--- src/rtl/pll_cfg_responder.sv ---
// Avalon-MM terminator for the PLL reconfiguration bus: stages divider/loop settings,
// commits them on a start write, then models the busy window and relock interval.
module pll_cfg_responder #(
    parameter int BUSY_CYCLES = 16,
    parameter int LOCK_DELAY  = 64
) (
    input  logic        CLK_50M,
    input  logic        RESET,
    input  logic        mgmt_write,
    input  logic        mgmt_read,
    input  logic [5:0]  mgmt_address,
    input  logic [31:0] mgmt_writedata,
    output logic [31:0] mgmt_readdata,
    output logic        mgmt_readdatavalid,
    output logic        mgmt_waitrequest,
    output logic        locked,
    output logic [31:0] act_m,
    output logic [31:0] act_n,
    output logic [31:0] act_c0,
    output logic [31:0] act_k,
    output logic [3:0]  act_bw,
    output logic [2:0]  act_cp,
    output logic        apply_pulse,
    output logic [7:0]  apply_count,
    output logic        err_addr
);

    localparam int MAXC = (BUSY_CYCLES > LOCK_DELAY) ? BUSY_CYCLES : LOCK_DELAY;
    localparam int CW   = $clog2(MAXC) + 1;
    localparam logic [CW-1:0] BUSY_LD = CW'(BUSY_CYCLES - 1);
    localparam logic [CW-1:0] LOCK_LD = CW'(LOCK_DELAY - 1);

    localparam logic [5:0] A_MODE   = 6'd0;
    localparam logic [5:0] A_STATUS = 6'd1;
    localparam logic [5:0] A_START  = 6'd2;
    localparam logic [5:0] A_N      = 6'd3;
    localparam logic [5:0] A_M      = 6'd4;
    localparam logic [5:0] A_C      = 6'd5;
    localparam logic [5:0] A_K      = 6'd7;
    localparam logic [5:0] A_BW     = 6'd8;
    localparam logic [5:0] A_CP     = 6'd9;

    localparam logic [31:0] RST_N  = 32'h0001_0000;
    localparam logic [31:0] RST_M  = 32'h0000_0404;
    localparam logic [31:0] RST_C0 = 32'h0002_0201;
    localparam logic [31:0] RST_K  = 32'h0000_0001;
    localparam logic [3:0]  RST_BW = 4'd7;
    localparam logic [2:0]  RST_CP = 3'd1;

    typedef enum logic [1:0] {
        S_RELOCK,
        S_IDLE,
        S_BUSY
    } state_t;

    state_t        r_state, w_state_nxt;
    logic [CW-1:0] r_cnt, w_cnt_nxt;

    logic        r_mode;
    logic [31:0] r_n, r_m, r_c0, r_k;
    logic [3:0]  r_bw;
    logic [2:0]  r_cp;
    logic [31:0] r_act_n, r_act_m, r_act_c0, r_act_k;
    logic [3:0]  r_act_bw;
    logic [2:0]  r_act_cp;
    logic [31:0] r_rdata;
    logic        r_rdv;
    logic        r_pulse;
    logic [7:0]  r_apply_cnt;
    logic        r_err;

    logic        w_wait;
    logic        w_acc_wr;
    logic        w_acc_rd;
    logic        w_mapped;
    logic        w_start;
    logic        w_c_sel_ok;
    logic [31:0] w_rdata;

    // RESET forces waitrequest directly so the bus stalls for the whole reset window.
    assign w_wait     = RESET | (r_state == S_BUSY);
    assign w_acc_wr   = mgmt_write & ~w_wait;
    assign w_acc_rd   = mgmt_read & ~mgmt_write & ~w_wait;
    assign w_start    = w_acc_wr & (mgmt_address == A_START);
    assign w_c_sel_ok = (mgmt_writedata[22:18] == 5'd0);

    always_comb begin
        w_mapped = 1'b0;
        case (mgmt_address)
            A_MODE, A_STATUS, A_START, A_N, A_M, A_C, A_K, A_BW, A_CP: w_mapped = 1'b1;
            default: w_mapped = 1'b0;
        endcase
    end

    always_comb begin
        w_rdata = 32'd0;
        case (mgmt_address)
            A_MODE:   w_rdata = {31'd0, r_mode};
            A_STATUS: w_rdata = {31'd0, (r_state == S_IDLE)};
            A_N:      w_rdata = r_n;
            A_M:      w_rdata = r_m;
            A_C:      w_rdata = r_c0;
            A_K:      w_rdata = r_k;
            A_BW:     w_rdata = {28'd0, r_bw};
            A_CP:     w_rdata = {29'd0, r_cp};
            default:  w_rdata = 32'd0;
        endcase
    end

    always_ff @(posedge CLK_50M) begin
        if (RESET) begin
            r_state <= S_RELOCK;
            r_cnt   <= LOCK_LD;
        end else begin
            r_state <= w_state_nxt;
            r_cnt   <= w_cnt_nxt;
        end
    end

    // A start during RELOCK preempts the relock and restarts the busy window.
    always_comb begin
        w_state_nxt = r_state;
        w_cnt_nxt   = r_cnt;
        case (r_state)
            S_IDLE: begin
                if (w_start) begin
                    w_state_nxt = S_BUSY;
                    w_cnt_nxt   = BUSY_LD;
                end
            end
            S_RELOCK: begin
                if (w_start) begin
                    w_state_nxt = S_BUSY;
                    w_cnt_nxt   = BUSY_LD;
                end else if (r_cnt == '0) begin
                    w_state_nxt = S_IDLE;
                end else begin
                    w_cnt_nxt = r_cnt - 1'b1;
                end
            end
            S_BUSY: begin
                if (r_cnt == '0) begin
                    w_state_nxt = S_RELOCK;
                    w_cnt_nxt   = LOCK_LD;
                end else begin
                    w_cnt_nxt = r_cnt - 1'b1;
                end
            end
            default: begin
                w_state_nxt = S_RELOCK;
                w_cnt_nxt   = LOCK_LD;
            end
        endcase
    end

    always_ff @(posedge CLK_50M) begin
        if (RESET) begin
            r_mode      <= 1'b0;
            r_n         <= RST_N;
            r_m         <= RST_M;
            r_c0        <= RST_C0;
            r_k         <= RST_K;
            r_bw        <= RST_BW;
            r_cp        <= RST_CP;
            r_act_n     <= RST_N;
            r_act_m     <= RST_M;
            r_act_c0    <= RST_C0;
            r_act_k     <= RST_K;
            r_act_bw    <= RST_BW;
            r_act_cp    <= RST_CP;
            r_rdata     <= 32'd0;
            r_rdv       <= 1'b0;
            r_pulse     <= 1'b0;
            r_apply_cnt <= 8'd0;
            r_err       <= 1'b0;
        end else begin
            r_pulse <= w_start;
            r_rdv   <= w_acc_rd;
            if (w_acc_rd)
                r_rdata <= w_rdata;
            if ((w_acc_wr | w_acc_rd) & ~w_mapped)
                r_err <= 1'b1;
            if (w_acc_wr) begin
                case (mgmt_address)
                    A_MODE: r_mode <= mgmt_writedata[0];
                    A_N:    r_n    <= mgmt_writedata;
                    A_M:    r_m    <= mgmt_writedata;
                    A_C:    if (w_c_sel_ok) r_c0 <= mgmt_writedata;
                    A_K:    r_k    <= mgmt_writedata;
                    A_BW:   r_bw   <= mgmt_writedata[3:0];
                    A_CP:   r_cp   <= mgmt_writedata[2:0];
                    default: ;
                endcase
            end
            // Commit copies the staged set as it stood before this cycle's edge.
            if (w_start) begin
                r_act_n     <= r_n;
                r_act_m     <= r_m;
                r_act_c0    <= r_c0;
                r_act_k     <= r_k;
                r_act_bw    <= r_bw;
                r_act_cp    <= r_cp;
                r_apply_cnt <= r_apply_cnt + 8'd1;
            end
        end
    end

    assign mgmt_readdata      = r_rdata;
    assign mgmt_readdatavalid = r_rdv;
    assign mgmt_waitrequest   = w_wait;
    assign locked             = ~RESET & (r_state == S_IDLE);
    assign act_n              = r_act_n;
    assign act_m              = r_act_m;
    assign act_c0             = r_act_c0;
    assign act_k              = r_act_k;
    assign act_bw             = r_act_bw;
    assign act_cp             = r_act_cp;
    assign apply_pulse        = r_pulse;
    assign apply_count        = r_apply_cnt;
    assign err_addr           = r_err;

endmodule

--- config.mk ---
export PLATFORM = sky130hd
export DESIGN_NAME = pll_cfg_responder
export DESIGN_NICKNAME = d
export VERILOG_FILES = /design/src/rtl/pll_cfg_responder.sv
export SDC_FILE = /design/constraint.sdc
export NUM_CORES = 1
export LEC_CHECK = 0
export BUFFER_PORTS_ARGS = -buffer_cell sky130_fd_sc_hd__buf_2
export CAP_MARGIN = 20
export CORE_MARGIN = 1.5
export CORE_UTILIZATION = 23
export CTS_CLUSTER_DIAMETER = 150
export DETAILED_ROUTE_END_ITERATION = 8
export GPL_TIMING_DRIVEN = 0
export SYNTH_ARGS = -nofsm -noshare
export SYNTH_HDL_FRONTEND = slang
export SYNTH_SLANG_ARGS = --single-unit
--- constraint.sdc ---
create_clock -name CLK_50M -period 4.5 [get_ports CLK_50M]
set_input_delay 0 -clock CLK_50M [delete_from_list [all_inputs] [get_ports CLK_50M]]
set_output_delay 0 -clock CLK_50M [all_outputs]
set_load 0.01 [all_outputs]
==> results.ini <==
[floorplanning]
rows=83
die-area_um2=53000
initial_core_util_pct=23.2
core_um2=51200
die_h_um=230
io_pins=222
die_w_um=230

[yosys]
synth_nets=1509
synth_top_family_by_area=simple AND/OR/NAND/NOR gates
yosys_warnings=0
synth_cells=1464
ys_top_cells_by_count=542 x nand2_1, 323 x dfxtp_1, 253 x a21oi_1, 78 x clkbuf_1, 33 x o21ai_0
synth_xor_area_share_pct=0.664
synth_area_leaders=dfxtp_1 54%, nand2_1 17%, a21oi_1 11%, clkbuf_1 2.5%, a222oi_1 2.4%
ys.flop_type=dfxtp_1
synth_seq_cells=323
synth-simple-area-share_pct=21.9
synth_compound_area_share_pct=17.4
synth_seq_area_share_pct=54.5
synthMuxAreaShare_pct=1.01
yosysUniqueCellTypes=44
synth_top_area_share_pct=54.5
syn_area_per_cell_um2=8.11
netlist_area_um2=11900
synth-edff-count=0
synthAdderAreaFrac_pct=0.316
async_reset_ff_share_pct=0
yosysMostFrequentCell=nand2_1
yosysTopAreaCell=dfxtp_1

[sta]
fmax_mhz=323
fin_crit_sh_pct=68.9
max_slew_margin_pct=31.1
hold_violations=0
setup_viol=0
worst_pin_slew_ns=1.02
finClkSkew_ns=0.0146
final_max_slew_viol_count=0
period_minus_slack_ns=3.10
rsz0062_at_grt=no
setup_tns_ns=0

[clock_network]
clk_latency_ns=0.52
ctsHtreeMaxLevel=2
ctsLongestPathBuffers=3
cts_tree=built
clkTransAtPathRegs_ns=0.06
cts_made_buffers=34
clock-root-buffer=clkbuf_16
clkSinkCount=323

[global_route]
grt_pass1_wl_um=70300
grt_overflow_total=0
grt_pass1_vias=11200
grt_max_degree=14
antenna_found_initial=0
grt_use_total_pct=17.7

[detailed_routing]
drt-pass1-iter-count=6
dr_total_vias=11500
ant_nets=0
drc=0
wl_um=48400
viasPerCell=4.67
wire_per_inst_um=19.7
drt_iter0_drc=914

[setup_path]
path_max_fanout=10
crit_path_frequent_cell=clkbuf_1
critPathRequiredTime_ns=4.94
crit_chain=nor2b_1, or4_1, clkbuf_1, clkbuf_1, clkbuf_1, nand2_1, a21oi_1
cp-start-kind=flip-flop
cp-end-kind=flip-flop
worst_path_largest_cell_delay_ns=0.69
worstPathArrival_ns=3.54
cp_slowest_cell=clkbuf_1
critPathKind=reg2reg

[power_and_ir_drop]
switching_share_pct=22.1
p_leak_nw=5.81
vdd_drop_max_uv=177
pwr-share-seq_pct=48.8
pwr-share-clk_pct=47.8
p_int_mw=4.59
p_comb_share_pct=3.4
cellPowerDensity_nw_per_um2=384
switchingPower_mw=1.30

[cells_and_area]
nets=1805
fin_util_pct=29.9
nFillCells=5434
layout-drive-gt1-share_pct=17.1
syn2layout_area_growth_pct=29.0
diodes=0
layout.area.seq_um2=6470
multi_input_area_um2=4900

[placement]
gp_congestion=0.866
numPortBuffers=220
dp_hpwl_um=37100

[min_path]
hold_class=in2reg

[run]
maxCapViolCount=0

[run_status]
status=completed

==> cells by family (layout without fill, tap and decap cells) <==
kind of cell,count (synthesis),after routing
adder cells (fa/ha/maj),3,3
AO/OA/AOI/OAI,360,360
flip-flops,323,323
XOR/XNOR,9,9
buffers and inverters,115,431
AND/OR/NAND/NOR,642,642
multiplexers,12,12
==> state kept, by name, summed over array words and instances (netlist names), 2 cells and up <==
signal         count
act_c0            32
act_k             32
act_m             32
act_n             32
mgmt_readdata     32
r_c0              32
r_k               32
r_m               32
r_n               32
apply_count        8
r_cnt              7
act_bw             4
r_bw               4
act_cp             3
r_cp               3
r_state            2
==> metrics by stage <==
| step | setup slack (ns) | hold WS, ns | total power [mW] | cell area, um^2 | instances |
|---|---|---|---|---|---|
| after detailed placement | 1.52 | 0.283 | 3.10 | 13800 | 2365 |
| after global placement | 1.56 | 0.278 | 3.10 | 13800 | 2364 |
| final | 1.40 | 0.0205 | 5.88 | 15300 | 2460 |
| after CTS | 1.47 | 0.00329 | 5.93 | 15300 | 2460 |
| after floorplan | 2.67 | 0.110 | 3.01 | 11900 | 1464 |
| after global routing | 1.30 | 0.0185 | 6.05 | 15300 | 2460 |
==> critical path, delay by kind of cell (launching register included) <==
kind | cells | cell delay (ns)
buf+inv | 3 | 1.57
compound gates | 1 | 0.19
flops | 1 | 0.42
simple gates | 3 | 0.84
==> what timing repair did <==
item / in CTS / in global routing
hold endpoints to repair: 138 / 0
gates resized for setup: 0 / 0
hold buffers: 39 / 0
buffers inserted: 0 / 0
==> path summary, 6_finish.rpt <==
path / from / to / slack, ns / depth (start not counted)
worst max-delay path: r_state[1]$_SDFFE_PP0P_ / act_n[14]$_SDFFE_PP0P_ / 1.40 / 7
worst min-delay path: mgmt_address[2] / r_n[0]$_SDFFE_PP0P_ / 0.02 / 5
worst max register to register: r_state[1]$_SDFFE_PP0P_ / act_n[14]$_SDFFE_PP0P_ / 1.40 / 7
worst min register to register: err_addr$_SDFFE_PP0P_ / err_addr$_SDFFE_PP0P_ / 0.45 / 2
==> final cells by class <==
cell class	count	share of cell area, %
inverter	7	0.180
tap	680	5.56
clock inverter	10	0.858
clock buffer	46	6.25
buffer	108	3.15
multi-input combinational	1026	32.0
timing repair buffer	260	9.77
sequential	323	42.2
==> power by group through the flow <==
stage,Combinational [mW],Clock [mW],Sequential (mW)
5_1_grt,0.215,2.97,2.87
3_5_place_dp,0.170,0,2.93
6_report,0.202,2.81,2.87
2_1_floorplan,0.0749,0,2.93
3_3_place_gp,0.169,0,2.93
4_1_cts,0.200,2.86,2.87
==> cell usage in the layout (no fill, tap or decap), types with 2 or more instances in the layout <==
master	n
ha_1	3
dlygate4sd3_1	39
xnor2_1	2
nand2_1	542
nand4_1	7
dfxtp_1	323
clkbuf_1	85
nor2b_1	4
xor2_1	7
inv_1	6
buf_4	13
a21oi_1	253
bufinv_16	3
a222oi_1	28
or2_2	2
buf_2	237
and3_1	8
clkbuf_8	4
mux2i_1	12
clkbuf_16	35
nor4_1	5
and2_1	5
nand3b_1	5
o21ai_0	33
clkinv_2	6
a22oi_1	30
nor3_1	5
nand2b_1	2
nor2_1	27
a22o_1	4
a21o_1	5
nor4b_1	2
nand3_1	18
nor3b_1	3
==> routing by layer <==
layer,wire length (um),part of all wire [%],track usage (%)
met1,19700,41,21.3
met2,21900,45,28.6
met3,4690,9.7,6.04
met4,2060,4.3,7.56
met5,0,0,0
Note: power is estimated with default switching activity, not from simulation.
